--- src/rtl/mc_pkg.sv ---
// Types and defaults shared between the CPU-side request master and the memory controller.
package mc_pkg;

    localparam int MC_ADDR_W = 4;
    localparam int MC_DATA_W = 16;

    typedef enum logic [1:0] {
        IDLE = 2'd0,
        REQ  = 2'd1,
        DONE = 2'd2
    } mc_state_t;

    typedef struct packed {
        logic                 write;
        logic [MC_ADDR_W-1:0] addr;
        logic [MC_DATA_W-1:0] wdata;
    } cmd_t;

endpackage

--- src/rtl/mem_request_master_if.sv ---
// CPU command/response channel plus the MEMR/MEMW <-> CPU_RD/CPU_WR controller handshake.
interface mem_request_master_if
    import mc_pkg::*;
#(
    parameter int ADDR_W = MC_ADDR_W,
    parameter int DATA_W = MC_DATA_W
);
    logic              cmd_valid;
    logic              cmd_ready;
    logic              cmd_write;
    logic [ADDR_W-1:0] cmd_addr;
    logic [DATA_W-1:0] cmd_wdata;
    logic              MEMR;
    logic              MEMW;
    logic [ADDR_W-1:0] mem_addr;
    logic [DATA_W-1:0] mem_wdata;
    logic [DATA_W-1:0] mem_rdata;
    logic              CPU_RD;
    logic              CPU_WR;
    logic              rsp_valid;
    logic              rsp_write;
    logic [DATA_W-1:0] rsp_rdata;
    logic              rsp_err;
    logic              busy;

    modport master (
        input  cmd_valid, cmd_write, cmd_addr, cmd_wdata, mem_rdata, CPU_RD, CPU_WR,
        output cmd_ready, MEMR, MEMW, mem_addr, mem_wdata,
        output rsp_valid, rsp_write, rsp_rdata, rsp_err, busy
    );

    modport slave (
        output cmd_valid, cmd_write, cmd_addr, cmd_wdata, mem_rdata, CPU_RD, CPU_WR,
        input  cmd_ready, MEMR, MEMW, mem_addr, mem_wdata,
        input  rsp_valid, rsp_write, rsp_rdata, rsp_err, busy
    );

endinterface

--- src/rtl/mrm_cmd_fifo.sv ---
// Synchronous command FIFO; pointers carry an extra MSB so full and empty are distinguishable.
module mrm_cmd_fifo #(
    parameter int WIDTH = 21,
    parameter int DEPTH = 4
) (
    input  logic             CLK,
    input  logic             RST,
    input  logic             push,
    input  logic [WIDTH-1:0] din,
    input  logic             pop,
    output logic [WIDTH-1:0] dout,
    output logic             full,
    output logic             empty
);
    localparam int AW = $clog2(DEPTH);

    logic [AW:0]      wr_ptr;
    logic [AW:0]      rd_ptr;
    logic [WIDTH-1:0] mem [DEPTH];

    assign empty = (wr_ptr == rd_ptr);
    assign full  = (wr_ptr[AW] != rd_ptr[AW]) && (wr_ptr[AW-1:0] == rd_ptr[AW-1:0]);
    assign dout  = mem[rd_ptr[AW-1:0]];

    always_ff @(posedge CLK) begin
        if (RST) begin
            wr_ptr <= '0;
            rd_ptr <= '0;
        end else begin
            if (push && !full)
                wr_ptr <= wr_ptr + 1'b1;
            if (pop && !empty)
                rd_ptr <= rd_ptr + 1'b1;
        end
    end

    // Storage is data only; the pointers alone define what is valid.
    always_ff @(posedge CLK) begin
        if (push && !full)
            mem[wr_ptr[AW-1:0]] <= din;
    end

endmodule

--- src/rtl/mem_request_master.sv ---
// CPU-side initiator for the MEMR/MEMW request, CPU_RD/CPU_WR acknowledge handshake.
// Optional ack timeout enabled by defining MRM_TIMEOUT_EN.
module mem_request_master
    import mc_pkg::*;
#(
    parameter int ADDR_W      = MC_ADDR_W,
    parameter int DATA_W      = MC_DATA_W,
    parameter int CMD_DEPTH   = 4,
    parameter int TIMEOUT_CYC = 15
) (
    input  logic CLK,
    input  logic RST,
    mem_request_master_if.master bus
);
    typedef struct packed {
        logic              write;
        logic [ADDR_W-1:0] addr;
        logic [DATA_W-1:0] wdata;
    } cmd_rec_t;

    if (CMD_DEPTH < 2 || (CMD_DEPTH & (CMD_DEPTH - 1)) != 0 || TIMEOUT_CYC < 1) begin : g_bad_cfg
        $error("mem_request_master: CMD_DEPTH must be a power of 2 >= 2, TIMEOUT_CYC >= 1");
    end

    cmd_rec_t          fifo_din;
    cmd_rec_t          fifo_dout;
    logic              fifo_push;
    logic              fifo_pop;
    logic              fifo_full;
    logic              fifo_empty;

    mc_state_t         state_q;
    mc_state_t         state_d;
    logic              write_q;
    logic [ADDR_W-1:0] addr_q;
    logic [DATA_W-1:0] wdata_q;
    logic              memr_q;
    logic              memw_q;
    logic              rsp_valid_q;
    logic              rsp_write_q;
    logic [DATA_W-1:0] rsp_rdata_q;
    logic              ack_match;
    logic              req_end;

    assign fifo_din  = '{write: bus.cmd_write, addr: bus.cmd_addr, wdata: bus.cmd_wdata};
    assign fifo_push = bus.cmd_valid && !fifo_full;

    mrm_cmd_fifo #(
        .WIDTH ($bits(cmd_rec_t)),
        .DEPTH (CMD_DEPTH)
    ) u_cmd_fifo (
        .CLK   (CLK),
        .RST   (RST),
        .push  (fifo_push),
        .din   (fifo_din),
        .pop   (fifo_pop),
        .dout  (fifo_dout),
        .full  (fifo_full),
        .empty (fifo_empty)
    );

    // Only the acknowledge matching the outstanding request type completes it.
    assign ack_match = write_q ? bus.CPU_WR : bus.CPU_RD;

`ifdef MRM_TIMEOUT_EN
    localparam int TW = $clog2(TIMEOUT_CYC + 1);
    localparam logic [TW-1:0] TMO_LAST = TW'(TIMEOUT_CYC - 1);

    logic [TW-1:0] tmo_cnt;
    logic          tmo_fire;
    logic          rsp_err_q;

    assign tmo_fire = (state_q == REQ) && !ack_match && (tmo_cnt == TMO_LAST);
    assign req_end  = ack_match || tmo_fire;

    always_ff @(posedge CLK) begin
        if (RST)
            tmo_cnt <= '0;
        else if (fifo_pop)
            tmo_cnt <= '0;
        else if (state_q == REQ)
            tmo_cnt <= tmo_cnt + 1'b1;
    end

    always_ff @(posedge CLK) begin
        if (RST)
            rsp_err_q <= 1'b0;
        else
            rsp_err_q <= tmo_fire;
    end

    assign bus.rsp_err = rsp_err_q;
`else
    assign req_end     = ack_match;
    assign bus.rsp_err = 1'b0;
`endif

    always_comb begin
        state_d  = state_q;
        fifo_pop = 1'b0;
        case (state_q)
            IDLE: begin
                if (!fifo_empty) begin
                    fifo_pop = 1'b1;
                    state_d  = REQ;
                end
            end
            REQ: begin
                if (req_end)
                    state_d = DONE;
            end
            DONE:    state_d = IDLE;
            default: state_d = IDLE;
        endcase
    end

    always_ff @(posedge CLK) begin
        if (RST) begin
            state_q     <= IDLE;
            write_q     <= 1'b0;
            addr_q      <= '0;
            wdata_q     <= '0;
            memr_q      <= 1'b0;
            memw_q      <= 1'b0;
            rsp_valid_q <= 1'b0;
            rsp_write_q <= 1'b0;
            rsp_rdata_q <= '0;
        end else begin
            state_q <= state_d;
            if (fifo_pop) begin
                write_q <= fifo_dout.write;
                addr_q  <= fifo_dout.addr;
                wdata_q <= fifo_dout.wdata;
            end
            // Request rises with the pop and stays up until the cycle after completion.
            memr_q      <= fifo_pop ? !fifo_dout.write : (memr_q && state_d == REQ);
            memw_q      <= fifo_pop ?  fifo_dout.write : (memw_q && state_d == REQ);
            rsp_valid_q <= (state_q == REQ) && (state_d == DONE);
            if ((state_q == REQ) && (state_d == DONE)) begin
                rsp_write_q <= write_q;
                rsp_rdata_q <= (ack_match && !write_q) ? bus.mem_rdata : '0;
            end
        end
    end

    assign bus.cmd_ready = !fifo_full;
    assign bus.MEMR      = memr_q;
    assign bus.MEMW      = memw_q;
    assign bus.mem_addr  = addr_q;
    assign bus.mem_wdata = wdata_q;
    assign bus.rsp_valid = rsp_valid_q;
    assign bus.rsp_write = rsp_write_q;
    assign bus.rsp_rdata = rsp_rdata_q;
    assign bus.busy      = (state_q != IDLE) || !fifo_empty;

endmodule

--- src/flat_wrapper.sv ---
// flat-port wrapper written by rule: the top's interface ports become plain ports
module mem_request_master_flat import mc_pkg::*;
#(
    parameter int ADDR_W      = MC_ADDR_W,
    parameter int DATA_W      = MC_DATA_W,
    parameter int CMD_DEPTH   = 4,
    parameter int TIMEOUT_CYC = 15
)
  (CLK, RST, bus_cmd_valid, bus_cmd_write, bus_cmd_addr, bus_cmd_wdata, bus_mem_rdata, bus_CPU_RD, bus_CPU_WR, bus_cmd_ready, bus_MEMR, bus_MEMW, bus_mem_addr, bus_mem_wdata, bus_rsp_valid, bus_rsp_write, bus_rsp_rdata, bus_rsp_err, bus_busy);
  mem_request_master_if #(.ADDR_W(ADDR_W), .DATA_W(DATA_W)) bus_i ();
  input  logic CLK;
  input  logic RST;
  input wire logic [$bits(bus_i.cmd_valid)-1:0] bus_cmd_valid;
  input wire logic [$bits(bus_i.cmd_write)-1:0] bus_cmd_write;
  input wire logic [$bits(bus_i.cmd_addr)-1:0] bus_cmd_addr;
  input wire logic [$bits(bus_i.cmd_wdata)-1:0] bus_cmd_wdata;
  input wire logic [$bits(bus_i.mem_rdata)-1:0] bus_mem_rdata;
  input wire logic [$bits(bus_i.CPU_RD)-1:0] bus_CPU_RD;
  input wire logic [$bits(bus_i.CPU_WR)-1:0] bus_CPU_WR;
  output wire logic [$bits(bus_i.cmd_ready)-1:0] bus_cmd_ready;
  output wire logic [$bits(bus_i.MEMR)-1:0] bus_MEMR;
  output wire logic [$bits(bus_i.MEMW)-1:0] bus_MEMW;
  output wire logic [$bits(bus_i.mem_addr)-1:0] bus_mem_addr;
  output wire logic [$bits(bus_i.mem_wdata)-1:0] bus_mem_wdata;
  output wire logic [$bits(bus_i.rsp_valid)-1:0] bus_rsp_valid;
  output wire logic [$bits(bus_i.rsp_write)-1:0] bus_rsp_write;
  output wire logic [$bits(bus_i.rsp_rdata)-1:0] bus_rsp_rdata;
  output wire logic [$bits(bus_i.rsp_err)-1:0] bus_rsp_err;
  output wire logic [$bits(bus_i.busy)-1:0] bus_busy;
  assign bus_i.cmd_valid = bus_cmd_valid;
  assign bus_i.cmd_write = bus_cmd_write;
  assign bus_i.cmd_addr = bus_cmd_addr;
  assign bus_i.cmd_wdata = bus_cmd_wdata;
  assign bus_i.mem_rdata = bus_mem_rdata;
  assign bus_i.CPU_RD = bus_CPU_RD;
  assign bus_i.CPU_WR = bus_CPU_WR;
  assign bus_cmd_ready = bus_i.cmd_ready;
  assign bus_MEMR = bus_i.MEMR;
  assign bus_MEMW = bus_i.MEMW;
  assign bus_mem_addr = bus_i.mem_addr;
  assign bus_mem_wdata = bus_i.mem_wdata;
  assign bus_rsp_valid = bus_i.rsp_valid;
  assign bus_rsp_write = bus_i.rsp_write;
  assign bus_rsp_rdata = bus_i.rsp_rdata;
  assign bus_rsp_err = bus_i.rsp_err;
  assign bus_busy = bus_i.busy;
  mem_request_master #(.ADDR_W(ADDR_W), .DATA_W(DATA_W), .CMD_DEPTH(CMD_DEPTH), .TIMEOUT_CYC(TIMEOUT_CYC)) u_core (.CLK(CLK), .RST(RST), .bus(bus_i));
endmodule
--- config.mk ---
export PLATFORM = sky130hd
export DESIGN_NAME = mem_request_master_flat
export DESIGN_NICKNAME = d
export VERILOG_FILES = /design/src/rtl/mc_pkg.sv /design/src/rtl/mem_request_master_if.sv /design/src/rtl/mrm_cmd_fifo.sv /design/src/rtl/mem_request_master.sv /design/src/flat_wrapper.sv
export SDC_FILE = /design/constraint.sdc
export NUM_CORES = 1
export LEC_CHECK = 0
export CORE_ASPECT_RATIO = 1.2
export CORE_MARGIN = 5
export CORE_UTILIZATION = 35
export DETAILED_ROUTE_END_ITERATION = 10
export GPL_TIMING_DRIVEN = 0
export PLACE_DENSITY = 0.67
export SYNTH_ARGS = -nofsm -noshare
export SYNTH_HDL_FRONTEND = slang
export SYNTH_HIERARCHICAL = 1
export SYNTH_SLANG_ARGS = --single-unit
--- constraint.sdc ---
create_clock -name CLK -period 3.4 [get_ports CLK]
set_input_delay 0.68 -clock CLK [delete_from_list [all_inputs] [get_ports CLK]]
set_output_delay 0.68 -clock CLK [all_outputs]
set_load 0.02 [all_outputs]
==> qor.yml <==
drv_slew: 0
postLayoutCellArea_mm2: 0.00702
cts_num_sinks: 135
seq_power_share_pct: 36.0
fin_nets: 484
syn_to_final_growth_pct: 33.0
vias_per_cell: 4.84
ant_nets: 0
run_status: "complete, no violations"
r2r_start: "u_core/u_cmd_fifo/rd_ptr[1]$_SDFFE_PP0P_"
clk_pin_slew_ns: 0.06
synth_nets: 382
fin_crit_ns: 3.20
die_width_um: 122
r2r_cells: 8
rsz0062_at_grt: "false"
path_max_fanout: 7
grt_pass1_wl_um: 17700
drt_iter0_drc: 197
dieArea_mm2: 0.0177
grt_usage_pct: 13.5
synth_cell_types: 46
timing.fmax_mhz: 312
seq_area_frac_synth_pct: 67.1
path_buf_inv: 2
crit_end: "bus_busy"
fin_crit_sh_pct: 94.2
rr_endpoint: "u_core/u_cmd_fifo/mem[2][8]$_DFFE_PP_"
io_pins: 85
slowest_stage: "clkdlybuf4s50_1"
vias: 3165
crit_start: "u_core/u_cmd_fifo/wr_ptr[1]$_SDFFE_PP0P_"
synth_flop_cell: "edfxtp_1"
critPathKind: "flop to output pin"
core_mm2: 0.0149
synth-edff-count: 84
cts_tree: "yes"
start_kind: "flop"
path_cells: "buf_6 > xnor2_1 > nand2_1 > nor2_1 > nand2_1 > clkdlybuf4s50_1"
crit_path_frequent_cell: "nand2_1"
cp_top_family: "buffers and inverters"
hold_path.class: "flop to flop"
placed_cell_area_mm2: 0.00638
dr.pass1.iters: 5
drive_gt1_share_pct: 25.6
leakagePower_nw: 2.36
antenna_found_initial: 0
worstSetupEndpointType: "output pin"
yosys-top-cells-count: "84 x edfxtp_1, 51 x dfxtp_1, 30 x nand2_1"
n_antenna_cell: 0
grt_pass1_vias: 3306
start_util_pct: 35.4
die_h_um: 145
clkPwrFrac_pct: 31.3
dp_hpwl_um: 7120
clockRootBuffer: "clkbuf_16"
gp_congestion: 0.728
ys_warn_count: 6
io_buffers: 83
grt_max_degree: 22
maxSlewHeadroom_pct: 19.0
syn_inst: 335
worstPathArrival_ns: 2.52
worst_pin_slew_ns: 1.21
vdd_drop_max_v: 0.000513
syn-cell-area_mm2: 0.00528
synth_top_cell_by_area: "edfxtp_1"
cpPeakStageDelay_ns: 0.54
postCtsSetupRepairBufs: 0
clock_tree.buffer_depth: 2
power.share.combinational_pct: 32.7
r2r_slack_ns: 0.26
path_depth: 6
wire_per_inst_um: 17.0
post-place-ws_ns: 0.229
setup_ws_ns: 0.198
finalSetupViolCount: 0
row_count: 49
synth_top_area_share_pct: 47.8
maxCapViolations: 0
finClkSkew_ns: 0.0147
setup_tns_ns: 0
power.density_mw_per_mm2: 893
wirelength_um: 11100
hold_viol_final: 0
yosys-top-cells-area: "edfxtp_1 48%, dfxtp_1 19%, mux4_2 9.0%"
ys_ff_latch: 135
overflow: 0
required_ns: 2.72
async_flop_share_pct: 0
switching_share_pct: 31.4
internal_power_w: 0.00431
yosysMostFrequentCell: "edfxtp_1"
p_sw_w: 0.00197
htree_num_levels: 4
numCtsBuffers: 17
p_total_w: 0.00627
clk_latency_ns: 0.42
drc_errors: 0
syn_avg_cell_area_um2: 15.8
==> worst register-to-register path, cell delays in order, from the launching register on <==
cell and delay [ns]:
dfxtp_1 0.31, clkbuf_4 0.17, xnor2_1 0.26, nand2_1 0.25
nor2_1 0.10, nor2b_1 0.36, inv_1 0.10, a31oi_1 0.22
and2_1 0.98
==> per-layer routing <==
metal / vias to the layer above / global-route usage [%] / routed length [um]
li1: 1482 / - / -
met1: 1550 / 16.3 / 4660
met2: 117 / 21.5 / 5400
met3: 16 / 4.85 / 846
met4: 0 / 6.19 / 180
met5: - / 0 / 0
==> timing repair <==
action	4_1_cts	5_1_grt
setup endpoints to repair	0	65
hold buffers	0	0
resized for setup	0	2
==> area by class of cell <==
class                   count  area, um^2
inverters                   6        27.5
well taps                 204         255
repair buffers             83         831
plain buffers              19         178
flip-flops and latches    135        3540
clock inverters            15         208
multi-input cells         175        1560
fillers                  1324        7870
clock buffers              17         425
==> power by group through the flow <==
| stage | clock network, W | registers (W) | logic (W) |
|---|---|---|---|
| floorplan | 0 | 0.00244 | 0.00119 |
| global placement | 0 | 0.00227 | 0.00204 |
| detailed placement | 0 | 0.00229 | 0.00207 |
| CTS | 0.00201 | 0.00226 | 0.00209 |
| global route | 0.00209 | 0.00230 | 0.00223 |
| finish | 0.00197 | 0.00226 | 0.00205 |
==> state kept, by name, summed over array words and instances, names as in the netlist, named ones only <==
signal and count:
u_core/u_cmd_fifo/wr_ptr 3, u_core/bus.MEMW 1, u_core/bus.rsp_rdata 16, u_core/bus.MEMR 1
u_core/bus.rsp_write 1, u_core/write_q 1, u_core/bus.mem_wdata 16, u_core/u_cmd_fifo/rd_ptr 3
u_core/bus.mem_addr 4, u_core/state_q 2, u_core/bus.rsp_valid 1, u_core/u_cmd_fifo/mem 84
==> layout by cell type (no fill, tap or decap), types with 2 or more instances in the layout <==
master           netlist  layout
a21oi_1                7       7
a21oi_2               19      19
a22o_1                16      16
a31oi_1                4       3
a41oi_1                2       2
and2_1                 3       2
buf_12                 2       2
buf_2                  6       6
buf_6                  5       5
bufinv_16              0       5
clkbuf_1               2       2
clkbuf_16              0      17
clkdlybuf4s50_1        0      83
clkinv_1               0       2
clkinv_2               0       5
dfxtp_1               51      51
edfxtp_1              84      84
ha_1                   5       5
inv_1                  5       5
inv_6                  1       2
mux4_2                21      21
nand2_1               30      30
nand2_2               19      19
nand3_1                4       4
nand4_1                2       2
nor2_1                 4       4
nor2b_1                2       2
nor3b_1                6       6
o211ai_1               5       5
o21ai_0                4       4
or3_1                  2       2
xnor2_1                3       2
xor2_1                 3       3
==> worst min-delay path by stage <==
stage | start | endpoint | slack, ns | cells past startpoint
final | u_core/bus.mem_wdata[0]$_SDFFE_PP0P_ | u_core/bus.mem_wdata[0]$_SDFFE_PP0P_ | 0.46 | 2
after global routing | u_core/bus.mem_wdata[7]$_SDFFE_PP0P_ | u_core/bus.mem_wdata[7]$_SDFFE_PP0P_ | 0.48 | 2
after CTS | u_core/bus.mem_wdata[0]$_SDFFE_PP0P_ | u_core/bus.mem_wdata[0]$_SDFFE_PP0P_ | 0.46 | 2
after detailed placement | u_core/bus.mem_wdata[0]$_SDFFE_PP0P_ | u_core/bus.mem_wdata[0]$_SDFFE_PP0P_ | 0.45 | 2
after global placement | u_core/bus.mem_wdata[0]$_SDFFE_PP0P_ | u_core/bus.mem_wdata[0]$_SDFFE_PP0P_ | 0.45 | 2
after floorplan | u_core/u_cmd_fifo/rd_ptr[2]$_SDFFE_PP0P_ | u_core/u_cmd_fifo/rd_ptr[2]$_SDFFE_PP0P_ | 0.49 | 2
==> logic make-up (layout without fill, tap and decap cells) <==
logic type | Yosys count | after routing | share of synthesized area, %
adders and majority gates | 5 | 5 | 1.18
muxes | 23 | 23 | 9.43
DFF | 135 | 135 | 67.1
other | 1 | 1 | 0.0710
buffers and inverters | 25 | 140 | 3.89
xor gates and xnor gates | 6 | 6 | 0.995
and+or+nand+nor | 78 | 78 | 7.84
AOI/OAI and AO/OA | 62 | 62 | 9.50
==> through the flow <==
| stage | hold WS [ns] | instances | util, % |
|---|---|---|---|
| final | 0.455 | 654 | 47.1 |
| after global routing | 0.482 | 654 | 47.1 |
| after CTS | 0.458 | 654 | 47.1 |
| after detailed placement | 0.451 | 622 | 42.8 |
| after global placement | 0.452 | 622 | 42.7 |
| after floorplan | 0.494 | 335 | - |
No activity file was read; power rests on OpenSTA's default activity.
